### src/rtl/alu_pkg.sv
// alu_pkg -- shared definitions for the sequential ALU.
// Holds the opcode constants, the controller state encoding and the
// operation select handed to the iterative multiply/divide unit.
package alu_pkg;

   localparam logic [3:0] OP_ADD  = 4'd0;
   localparam logic [3:0] OP_CLZ  = 4'd1;
   localparam logic [3:0] OP_LSL  = 4'd2;
   localparam logic [3:0] OP_AND  = 4'd3;
   localparam logic [3:0] OP_OR   = 4'd4;
   localparam logic [3:0] OP_NOT  = 4'd5;
   localparam logic [3:0] OP_XOR  = 4'd6;
   localparam logic [3:0] OP_EQ   = 4'd7;
   localparam logic [3:0] OP_MUL  = 4'd8;
   localparam logic [3:0] OP_DIVU = 4'd9;

   typedef enum logic [1:0] {
      ST_IDLE,
      ST_EXEC,
      ST_PUSH,
      ST_NEXT
   } state_t;

   typedef enum logic {
      MD_MUL,
      MD_DIV
   } muldiv_op_t;

endpackage

### src/rtl/alu_muldiv.sv
// alu_muldiv -- iterative unsigned multiply / restoring divide, one bit
// per clock, WIDTH clocks per operation.
// Ports:
//   clk, rst        clock, synchronous active-high reset
//   start           load operands and begin (single-cycle pulse)
//   mode            MD_MUL or MD_DIV
//   in1, in2        MUL: in1*in2; DIV: in2 / in1
//   done            high during the final iteration cycle
//   res_lo, res_hi  value the final iteration produces (valid with done):
//                   MUL low/high product, DIV quotient/remainder
module alu_muldiv
   import alu_pkg::*;
#(
   parameter int WIDTH = 32
) (
   input  logic             clk,
   input  logic             rst,
   input  logic             start,
   input  muldiv_op_t       mode,
   input  logic [WIDTH-1:0] in1,
   input  logic [WIDTH-1:0] in2,
   output logic             done,
   output logic [WIDTH-1:0] res_lo,
   output logic [WIDTH-1:0] res_hi
);

   localparam int CW = $clog2(WIDTH);

   logic             active;
   muldiv_op_t       mode_q;
   logic [CW-1:0]    count;
   logic [WIDTH-1:0] hi;
   logic [WIDTH-1:0] lo;
   logic [WIDTH-1:0] m;

   logic [WIDTH:0]   prod_sum;
   logic [WIDTH:0]   div_shift;
   logic [WIDTH-1:0] div_diff;
   logic             no_borrow;
   logic [WIDTH-1:0] step_hi;
   logic [WIDTH-1:0] step_lo;

   // One iteration. Both algorithms share the {hi,lo} pair: multiply
   // shifts right, adding the multiplicand when the multiplier LSB is set;
   // divide shifts the dividend left into the remainder and subtracts the
   // divisor when it fits. A zero divisor always "fits", which yields an
   // all-ones quotient and leaves the dividend as the remainder.
   always_comb begin
      prod_sum  = {1'b0, hi} + (lo[0] ? {1'b0, m} : '0);
      div_shift = {hi, lo[WIDTH-1]};
      no_borrow = (div_shift >= {1'b0, m});
      div_diff  = div_shift[WIDTH-1:0] - m;
      step_hi   = hi;
      step_lo   = lo;
      if (mode_q == MD_MUL) begin
         step_hi = prod_sum[WIDTH:1];
         step_lo = {prod_sum[0], lo[WIDTH-1:1]};
      end else if (no_borrow) begin
         step_hi = div_diff;
         step_lo = {lo[WIDTH-2:0], 1'b1};
      end else begin
         step_hi = div_shift[WIDTH-1:0];
         step_lo = {lo[WIDTH-2:0], 1'b0};
      end
   end

   assign done   = active && (count == CW'(WIDTH - 1));
   assign res_lo = step_lo;
   assign res_hi = step_hi;

   // Iteration state: operands load on start, then one step per clock
   // until the last of WIDTH iterations retires.
   always_ff @(posedge clk) begin
      if (rst) begin
         active <= 1'b0;
         mode_q <= MD_MUL;
         count  <= '0;
         hi     <= '0;
         lo     <= '0;
         m      <= '0;
      end else if (start) begin
         active <= 1'b1;
         mode_q <= mode;
         count  <= '0;
         hi     <= '0;
         lo     <= in2;
         m      <= in1;
      end else if (active) begin
         hi    <= step_hi;
         lo    <= step_lo;
         count <= count + 1'b1;
         if (done) begin
            active <= 1'b0;
         end
      end
   end

endmodule

### src/rtl/alu_seq.sv
// alu_seq -- sequenced ALU with push/next handshake strobes.
// Ports:
//   clk, rst              clock, synchronous active-high reset
//   enable                start request, honoured only while idle
//   in1, in2, pc          operands and current program counter
//   op_code               operation select (see alu_pkg)
//   sub, cjmp, crjmp      subtract / conditional jump / relative jump
//   out1, out2            registered primary and secondary results
//   push_result           one-cycle strobe: results final
//   next                  one-cycle strobe: sequencer may advance
//   busy                  high whenever not idle
module alu_seq
   import alu_pkg::*;
#(
   parameter int WIDTH     = 32,
   parameter int MULDIV_EN = 1
) (
   input  logic             clk,
   input  logic             rst,
   input  logic             enable,
   input  logic [WIDTH-1:0] in1,
   input  logic [WIDTH-1:0] in2,
   input  logic [WIDTH-1:0] pc,
   input  logic [3:0]       op_code,
   input  logic             sub,
   input  logic             cjmp,
   input  logic             crjmp,
   output logic [WIDTH-1:0] out1,
   output logic [WIDTH-1:0] out2,
   output logic             push_result,
   output logic             next,
   output logic             busy
);

   localparam int SHW = $clog2(WIDTH);

   state_t           state;
   state_t           next_state;
   logic             is_multi;
   logic             accept;
   logic             md_start;
   muldiv_op_t       md_mode;
   logic             md_done;
   logic [WIDTH-1:0] md_lo;
   logic [WIDTH-1:0] md_hi;

   logic [WIDTH:0]     add_sum;
   logic [2*WIDTH-1:0] lsl_wide;
   logic [WIDTH-1:0]   jump_target;
   logic [WIDTH-1:0]   clz_count;
   logic [WIDTH-1:0]   comb_lo;
   logic [WIDTH-1:0]   comb_hi;

   assign is_multi = (MULDIV_EN != 0) && ((op_code == OP_MUL) || (op_code == OP_DIVU));
   assign accept   = (state == ST_IDLE) && enable;
   assign md_start = accept && is_multi;
   assign md_mode  = (op_code == OP_DIVU) ? MD_DIV : MD_MUL;

   // Subtraction reuses the adder as ~in1 + in2 + 1, so the carry out
   // reads as "no borrow".
   assign add_sum  = {1'b0, (sub ? ~in1 : in1)} + {1'b0, in2} + (WIDTH + 1)'(sub);
   assign lsl_wide = {{WIDTH{1'b0}}, in2} << in1[SHW-1:0];
   assign jump_target = (in1 == '0) ? (crjmp ? pc + in2 : in2) : pc + WIDTH'(1);

   // Leading-zero count: scanning upward lets the highest set bit win.
   always_comb begin
      clz_count = WIDTH'(WIDTH);
      for (int i = 0; i < WIDTH; i++) begin
         if (in1[i]) begin
            clz_count = WIDTH'(WIDTH - 1 - i);
         end
      end
   end

   // Single-cycle result selection; reserved opcodes (and MUL/DIVU when
   // the iterative unit is absent) fall through to zero.
   always_comb begin
      comb_lo = '0;
      comb_hi = '0;
      case (op_code)
         OP_ADD: begin
            if (cjmp) begin
               comb_lo = jump_target;
            end else begin
               comb_lo = add_sum[WIDTH-1:0];
               comb_hi = {{(WIDTH-1){1'b0}}, add_sum[WIDTH]};
            end
         end
         OP_CLZ: comb_lo = clz_count;
         OP_LSL: begin
            comb_lo = lsl_wide[WIDTH-1:0];
            comb_hi = lsl_wide[2*WIDTH-1:WIDTH];
         end
         OP_AND: comb_lo = in1 & in2;
         OP_OR:  comb_lo = in1 | in2;
         OP_NOT: comb_lo = ~in1;
         OP_XOR: comb_lo = in1 ^ in2;
         OP_EQ:  comb_lo = {{(WIDTH-1){1'b0}}, (in1 == in2)};
         default: begin
            comb_lo = '0;
            comb_hi = '0;
         end
      endcase
   end

   // The iterative unit only exists when enabled; otherwise it never
   // reports completion and MUL/DIVU are treated as single-cycle reserved.
   generate
      if (MULDIV_EN != 0) begin : g_muldiv
         alu_muldiv #(.WIDTH(WIDTH)) u_muldiv (
            .clk    (clk),
            .rst    (rst),
            .start  (md_start),
            .mode   (md_mode),
            .in1    (in1),
            .in2    (in2),
            .done   (md_done),
            .res_lo (md_lo),
            .res_hi (md_hi)
         );
      end else begin : g_no_muldiv
         assign md_done = 1'b0;
         assign md_lo   = '0;
         assign md_hi   = '0;
      end
   endgenerate

   // Controller state register.
   always_ff @(posedge clk) begin
      if (rst) begin
         state <= ST_IDLE;
      end else begin
         state <= next_state;
      end
   end

   // Next-state and strobe decode.
   always_comb begin
      next_state  = state;
      push_result = 1'b0;
      next        = 1'b0;
      busy        = 1'b1;
      case (state)
         ST_IDLE: begin
            busy = 1'b0;
            if (enable) begin
               next_state = is_multi ? ST_EXEC : ST_PUSH;
            end
         end
         ST_EXEC: begin
            if (md_done) begin
               next_state = ST_PUSH;
            end
         end
         ST_PUSH: begin
            push_result = 1'b1;
            next_state  = ST_NEXT;
         end
         ST_NEXT: begin
            next       = 1'b1;
            next_state = ST_IDLE;
         end
         default: next_state = ST_IDLE;
      endcase
   end

   // Result registers: single-cycle ops capture on the accepting edge,
   // iterative ops on the edge that retires their last step; otherwise hold.
   always_ff @(posedge clk) begin
      if (rst) begin
         out1 <= '0;
         out2 <= '0;
      end else if (accept && !is_multi) begin
         out1 <= comb_lo;
         out2 <= comb_hi;
      end else if ((state == ST_EXEC) && md_done) begin
         out1 <= md_lo;
         out2 <= md_hi;
      end
   end

endmodule

### config.mk
export PLATFORM = sky130hd
export DESIGN_NAME = alu_seq
export DESIGN_NICKNAME = d
export VERILOG_FILES = /design/src/rtl/alu_pkg.sv /design/src/rtl/alu_muldiv.sv /design/src/rtl/alu_seq.sv
export SDC_FILE = /design/constraint.sdc
export NUM_CORES = 1
export LEC_CHECK = 0
export ABC_AREA = 1
export ABC_CLOCK_PERIOD_IN_PS = 4000
export CAP_MARGIN = 20
export CORE_ASPECT_RATIO = 0.7
export CORE_MARGIN = 4
export CORE_UTILIZATION = 40
export DETAILED_ROUTE_END_ITERATION = 6
export PLACE_DENSITY = 0.62
export SLEW_MARGIN = 10
export SYNTH_ARGS = -nofsm -noshare
export SYNTH_HDL_FRONTEND = slang
export SYNTH_SLANG_ARGS = --single-unit
export TNS_END_PERCENT = 5
### constraint.sdc
create_clock -name clk -period 4 [get_ports clk]
set_input_delay 0.4 -clock clk [delete_from_list [all_inputs] [get_ports clk]]
set_output_delay 0.4 -clock clk [all_outputs]
set_load 0.1 [all_outputs]
==> run summary, run 1 <==
Number of enable flip-flop cells after synthesis - 0
Final setup vio count - 0
Required time worst endpoint - 4.38 ns
Final instance area - 24200 µm²
Dpl hpwl - 83100 µm
DRC Markers - 0
Critical path endpoint category - register
I/O Buffers - 172
First-iteration detailed-routing DRC count - 3190
DRT Pass-1 Iters - 6
Max H-tree Level - 4
Synth Flop Type - dfxtp_1
Max Cap Viol - 0
Worst-Margin Slew - 1.13 ns
Syn Area/Cell - 6.20 µm²
Slew HR - 24.7%
Total chip power - 9.38 mW
Nets - 3777
Top cell by count, worst path - nand2_1
Syn Nets - 3507
CTS tree - built
Wire per inst - 24.4 µm
Layout cells sized above 1 - 9.97%
Cells after Synth - 3198
Clock root cell - clkbuf_16
Syn Std Cell Area - 19800 µm²
Reg area - 3390 µm²
Crit path kind - reg -> reg
Largest net degree at the start of global routing - 79
Routed vias/inst - 5.86
Crit-path cells - inv_2 > ha_1 > fa_1 > o21a_1 > o21ai_1 > a21boi_1 > o21ai_1 > nand2_1 > nand2_1 > nand2_1 > nand2_2 > a21oi_1 > o21ai_2 > nand2_1 > nand2_1 > a21boi_0 > or2_0 > nand4_1 > nand3_1 > o21ai_1 > inv_1
GPL Wtd Cong - 1.06
Initial antenna violation count - 7
Num ports - 173
Leakage - 11.3 nW
Worst-path clk slew - 0.09 ns
Min Hold Slack - 0.460 ns
Total clock buffers created by CTS - 17
Later-pin clock latency in the skew report - 0.48 ns
Die W - 274 µm
Slowest cell delay on critical path - 0.43 ns
Synth cell types - 63
DIE AREA - 53200 µm²
Crit path max-delay family - compound AO/OA/AOI/OAI gates
Async S/R FF share, synth - 0%
Final WL - 101000 µm
Peak VDD IR - 0.615 mV
Buf+Inv Stages, Crit Path - 2
PwrDens - 387 nW/µm²
Core Rows - 67
Type of the most critical hold path - in -> reg
Die height - 194 µm
Period utilization - 94.5%
Status - completed
Core ar. - 48500 µm²
All-layer global routing usage - 36.6%
Area Overhead vs Synth - 22.2%
Worst Path Arrival - 4.16 ns
Yosys warnings - 0
Detailed-route via count - 24300
Fin. Hold Viols - 0
Fillers - 5184
Fmax - 265 MHz
Finished Core Util - 50.0%
Grt ovf - 0
Fin Clk Skew - 0.0239 ns
Register area share after synthesis - 17.1%
Final Max Tran Viols - 0
CTS Buffer Depth - 2
CP startpoint kind - register
Sink Count - 169
Placed Instance Area - 23600 µm²
Antenna Nets Post-Route - 0
Multi-input gate area - 14400 µm²
Initial Utilization - 40.9%
Critical-path top delay cell - fa_1
Vias in the first global route - 22000
Post-CTS Setup Inserts - 0
Min Tclk post-route - 3.78 ns
CP max FO - 3
#FFs+latches synth - 169
RSZ-0062 raised after global routing - true
First-pass GRT wire length - 146000 µm
[placed cells by master (no fill, tap or decap), drive strengths merged, types with 24 or more instances in the layout]
cell,count
mux2i,39
or2,24
clkdlybuf4s50,169
nand4,38
nand2,611
nor3,34
nor2,300
nand3,113
a21oi,336
xor2,72
dfxtp,169
ha,199
o22ai,46
inv,406
o221ai,25
xnor2,37
buf,229
o21ai,428
a221oi,34
[through the flow]
step	cells	setup WS (ns)	TNS, ns
2_1_floorplan	3198	0.168	0
3_3_place_gp	4104	-0.0108	-0.0158
3_5_place_dp	4104	-0.148	-0.345
4_1_cts	4136	0.137	0
5_1_grt	4138	-0.0286	-0.0719
6_report	4138	0.222	0
[flip-flops by register name, indices dropped and copies added, names as in the netlist]
name	count
g_muldiv.u_muldiv.count	5
out1	32
g_muldiv.u_muldiv.hi	32
out2	32
g_muldiv.u_muldiv.active	1
g_muldiv.u_muldiv.lo	32
state	2
g_muldiv.u_muldiv.mode_q	1
g_muldiv.u_muldiv.m	32
[cell type report]
| cell class | count | share of cell area [%] |
|---|---|---|
| sequential | 169 | 14.0 |
| timing repair buffer | 398 | 14.4 |
| clock buffer | 18 | 1.77 |
| multi-input combinational | 2481 | 59.5 |
| antenna | 2 | 0.0207 |
| clock inverter | 14 | 0.733 |
| tap | 655 | 3.38 |
| inverter | 401 | 6.21 |
[kinds of logic (layout without fill, tap and decap cells)]
family	Yosys count	count (layout)	share of synthesized area (%)
XOR/XNOR	109	109	4.82
flip-flops	169	169	17.1
other	0	2	0
multiplexers	39	39	1.97
buffers and inverters	548	831	10.6
adder cells (fa/ha/maj)	203	203	13.0
AND/OR/NAND/NOR	1146	1146	24.4
AO/OA/AOI/OAI	984	984	28.2
[layer usage]
metal  share of wire, %  vias to the layer above  track usage [%]
met4                1.7                        2             6.69
met3                 13                      116             13.0
met5              0.013                        -                0
met2                 37                     1344             47.6
met1                 48                    11400             56.8
li1                   -                    11400                -
[worst paths after layout]
kind,cells past startpoint,endpoint,from,slack (ns)
worst max-delay path,21,g_muldiv.u_muldiv.hi[30]$_SDFFE_PP0P_,g_muldiv.u_muldiv.lo[31]$_SDFFE_PP0P_,0.22
worst min-delay path,4,g_muldiv.u_muldiv.m[0]$_SDFFE_PP0P_,in1[0],0.46
worst max register to register,21,g_muldiv.u_muldiv.hi[30]$_SDFFE_PP0P_,g_muldiv.u_muldiv.lo[31]$_SDFFE_PP0P_,0.22
worst min register to register,2,out2[31]$_SDFFE_PP0P_,out2[31]$_SDFFE_PP0P_,0.48
[power breakdown]
part | switching, mW | total (mW) | internal (mW)
clock network | 0.939 | 1.79 | 0.854
registers | 0.150 | 2.02 | 1.87
logic | 3.86 | 5.57 | 1.72
total | 4.95 | 9.38 | 4.44
[synth_stat cells (4+ instances only)]
library cell / count / area share (%)
o21ai_1: 9 / 0.23
a21o_1: 7 / 0.27
o31ai_1: 6 / 0.23
o211ai_1: 18 / 0.68
o2111ai_1: 5 / 0.22
a2111oi_0: 7 / 0.31
ha_1: 199 / 13
or2_2: 23 / 0.73
o22ai_1: 46 / 1.5
mux2i_1: 39 / 2.0
dfxtp_1: 169 / 17
a21oi_1: 324 / 8.2
nand3_1: 99 / 2.5
o221ai_1: 25 / 1.1
inv_1: 397 / 7.5
buf_1: 21 / 0.40
fa_1: 4 / 0.40
nor4_1: 16 / 0.51
a211oi_1: 8 / 0.30
nor2_1: 299 / 5.7
a221oi_1: 34 / 1.5
xor2_1: 72 / 3.2
nand4_1: 38 / 1.2
o21ai_0: 416 / 11
a31oi_1: 18 / 0.57
a21boi_1: 4 / 0.15
clkbuf_1: 118 / 2.2
nor3_1: 33 / 0.83
o221a_2: 7 / 0.40
nand3_2: 14 / 0.71
nand2_1: 607 / 11
o21bai_1: 9 / 0.34
o21a_1: 13 / 0.49
a21oi_2: 11 / 0.49
xnor2_1: 37 / 1.6
[timing repair]
| item | 4_1_cts | 5_1_grt |
|---|---|---|
| setup endpoints to repair | 0 | 39 |
| gates resized for setup | 0 | 20 |
| hold buffers | 0 | 0 |
[tightest hold or removal path, cell delays in order]
cell	delay, ns
buf_2	0.11
inv_1	0.05
buf_4	0.19
a21oi_1	0.13
Note: power is estimated with default switching activity, not from simulation.
==> run 2: changes to the inputs <==
CAP_MARGIN = not set   (was 20)
CELL_PAD_IN_SITES_DETAIL_PLACEMENT = 2   (was not set)
CELL_PAD_IN_SITES_GLOBAL_PLACEMENT = 2   (was not set)
CORE_UTILIZATION = 29   (was 40)
PLACE_DENSITY = 0.79   (was 0.62)
==> run summary, run 2 (synthesis gave the netlist of run 1 again) <==
Period utilization - 98.7%
GPL Wtd Cong - 1.01
R2R Path Start - g_muldiv.u_muldiv.m[3]$_SDFFE_PP0P_
Die W - 320 µm
Initial antenna violation count - 8
Slew HR - 13.8%
First-pass GRT wire length - 176000 µm
Die height - 227 µm
Num ports - 173
Wire per inst - 27.7 µm
CP startpoint kind - input port
M1 WL - 58400 µm
Dpl hpwl - 100000 µm
CTS tree - built
Status - completed
Worst Path Arrival - 4.31 ns
I/O Buffers - 172
CP max FO - 39
Total clock buffers created by CTS - 17
DRC Markers - 0
Final Max Tran Viols - 0
Max H-tree Level - 4
Crit path kind - in -> reg
Largest net degree at the start of global routing - 98
Worst r2r dst - out2[27]$_SDFFE_PP0P_
Min Hold Slack - 0.492 ns
All-layer global routing usage - 32.4%
CTS Buffer Depth - 2
Max Cap Viol - 0
Required time worst endpoint - 4.36 ns
Clock root cell - clkbuf_16
Antenna Nets Post-Route - 0
Min Tclk post-route - 3.95 ns
Detailed-route via count - 25500
Routed vias/inst - 5.77
Worst-Margin Slew - 1.26 ns
Metal3 WL - 10500 µm
Final WL - 123000 µm
Setup crit start - in1[1]
Placed Instance Area - 24200 µm²
Leakage - 11.7 nW
Core Rows - 79
Nets - 3830
Final instance area - 25200 µm²
Critical path endpoint category - register
DRT Pass-1 Iters - 5
Total chip power - 9.84 mW
Top Metal Used - met5
Fin Clk Skew - 0.0148 ns
Routed length on met2 - 52200 µm
Worst-path clk slew - 0.08 ns
Grt ovf - 0
Commonest cells after routing, fill and taps aside - nand2_1, o21ai_0, inv_1, a21oi_1, nor2_1
PwrDens - 391 nW/µm²
Type of the most critical hold path - in -> reg
Initial Utilization - 29.6%
Final setup TNS - 0 ns
Later-pin clock latency in the skew report - 0.49 ns
Commonest non-fill, non-tap cell in the layout - nand2_1
Final setup vio count - 0
Peak VDD IR - 0.423 mV
Fin. Hold Viols - 0
Worst setup path end - out1[21]$_SDFFE_PP0P_
First-iteration detailed-routing DRC count - 2542
Worst r2r path cells - 17
Sink Count - 169
R2R Setup Slk - 0.14 ns
CTS Hold Buffers Added - 0
Vias in the first global route - 26100
DIE AREA - 72700 µm²
Area Overhead vs Synth - 27.0%
Layout cells sized above 1 - 12.1%
RSZ-0062 raised after global routing - true
Fmax - 253 MHz
Core ar. - 67000 µm²
==> run 2: how the worst min path moves through the flow <==
stage	depth (start not counted)	slack, ns	from	endpoint
after floorplan	2	0.45	g_muldiv.u_muldiv.count[4]$_SDFFE_PP0P_	g_muldiv.u_muldiv.count[4]$_SDFFE_PP0P_
after global placement	2	0.45	g_muldiv.u_muldiv.count[4]$_SDFFE_PP0P_	g_muldiv.u_muldiv.count[4]$_SDFFE_PP0P_
after detailed placement	2	0.49	out2[31]$_SDFFE_PP0P_	out2[31]$_SDFFE_PP0P_
after CTS	4	0.47	in1[0]	g_muldiv.u_muldiv.m[0]$_SDFFE_PP0P_
after global routing	2	0.53	g_muldiv.u_muldiv.count[4]$_SDFFE_PP0P_	g_muldiv.u_muldiv.count[4]$_SDFFE_PP0P_
final	4	0.49	in1[0]	g_muldiv.u_muldiv.m[0]$_SDFFE_PP0P_
==> run 2: area by class of cell <==
type,instances,area (µm²)
clock buffers,20,468
well taps,891,1110
repair buffers,451,3960
clock inverters,12,174
fillers,8213,41900
multi-input cells,2481,14500
diodes,2,5.00
flip-flops and latches,169,3400
inverters,401,1510
==> run 2: layer usage <==
| metal | global-route usage (%) | vias up |
|---|---|---|
| met5 | 0 | - |
| met4 | 5.20 | 4 |
| met3 | 7.43 | 94 |
| met2 | 49.6 | 902 |
| met1 | 47.1 | 13000 |
| li1 | - | 11500 |
==> run 2: critical path, cell delays in order <==
cell and delay (ns):
clkdlybuf4s50_1 0.50, buf_4 0.32, inv_1 0.15, buf_12 0.20
mux2i_1 0.38, o21ai_0 0.32, o21ai_0 0.36, nor2_1 0.08
a2111oi_0 0.82, buf_4 0.25, nand3_1 0.23, a21oi_1 0.21
nor2_1 0.05
==> run 2: power breakdown <==
group,internal (mW),switching (mW),total [mW]
Combinational,1.75,4.12,5.87
Sequential,1.87,0.171,2.04
Clock,1.06,0.878,1.94
Total,4.67,5.17,9.84
==> run 2: metrics by stage <==
step           std cells  utilization (%)  setup slack, ns
2_1_floorplan       3198                -            0.168
3_3_place_gp        4384             36.1           -0.399
3_5_place_dp        4384             36.1           -0.460
4_1_cts             4418             37.1           0.0341
5_1_grt             4426             37.5          -0.0827
6_report            4427             37.5           0.0509
==> run 2: what timing repair did <==
action,4_1_cts,5_1_grt
gates resized for setup,13,44
gates cloned,0,3
pin swaps,6,14
buffers inserted,2,4
endpoints found under the setup margin,22,78
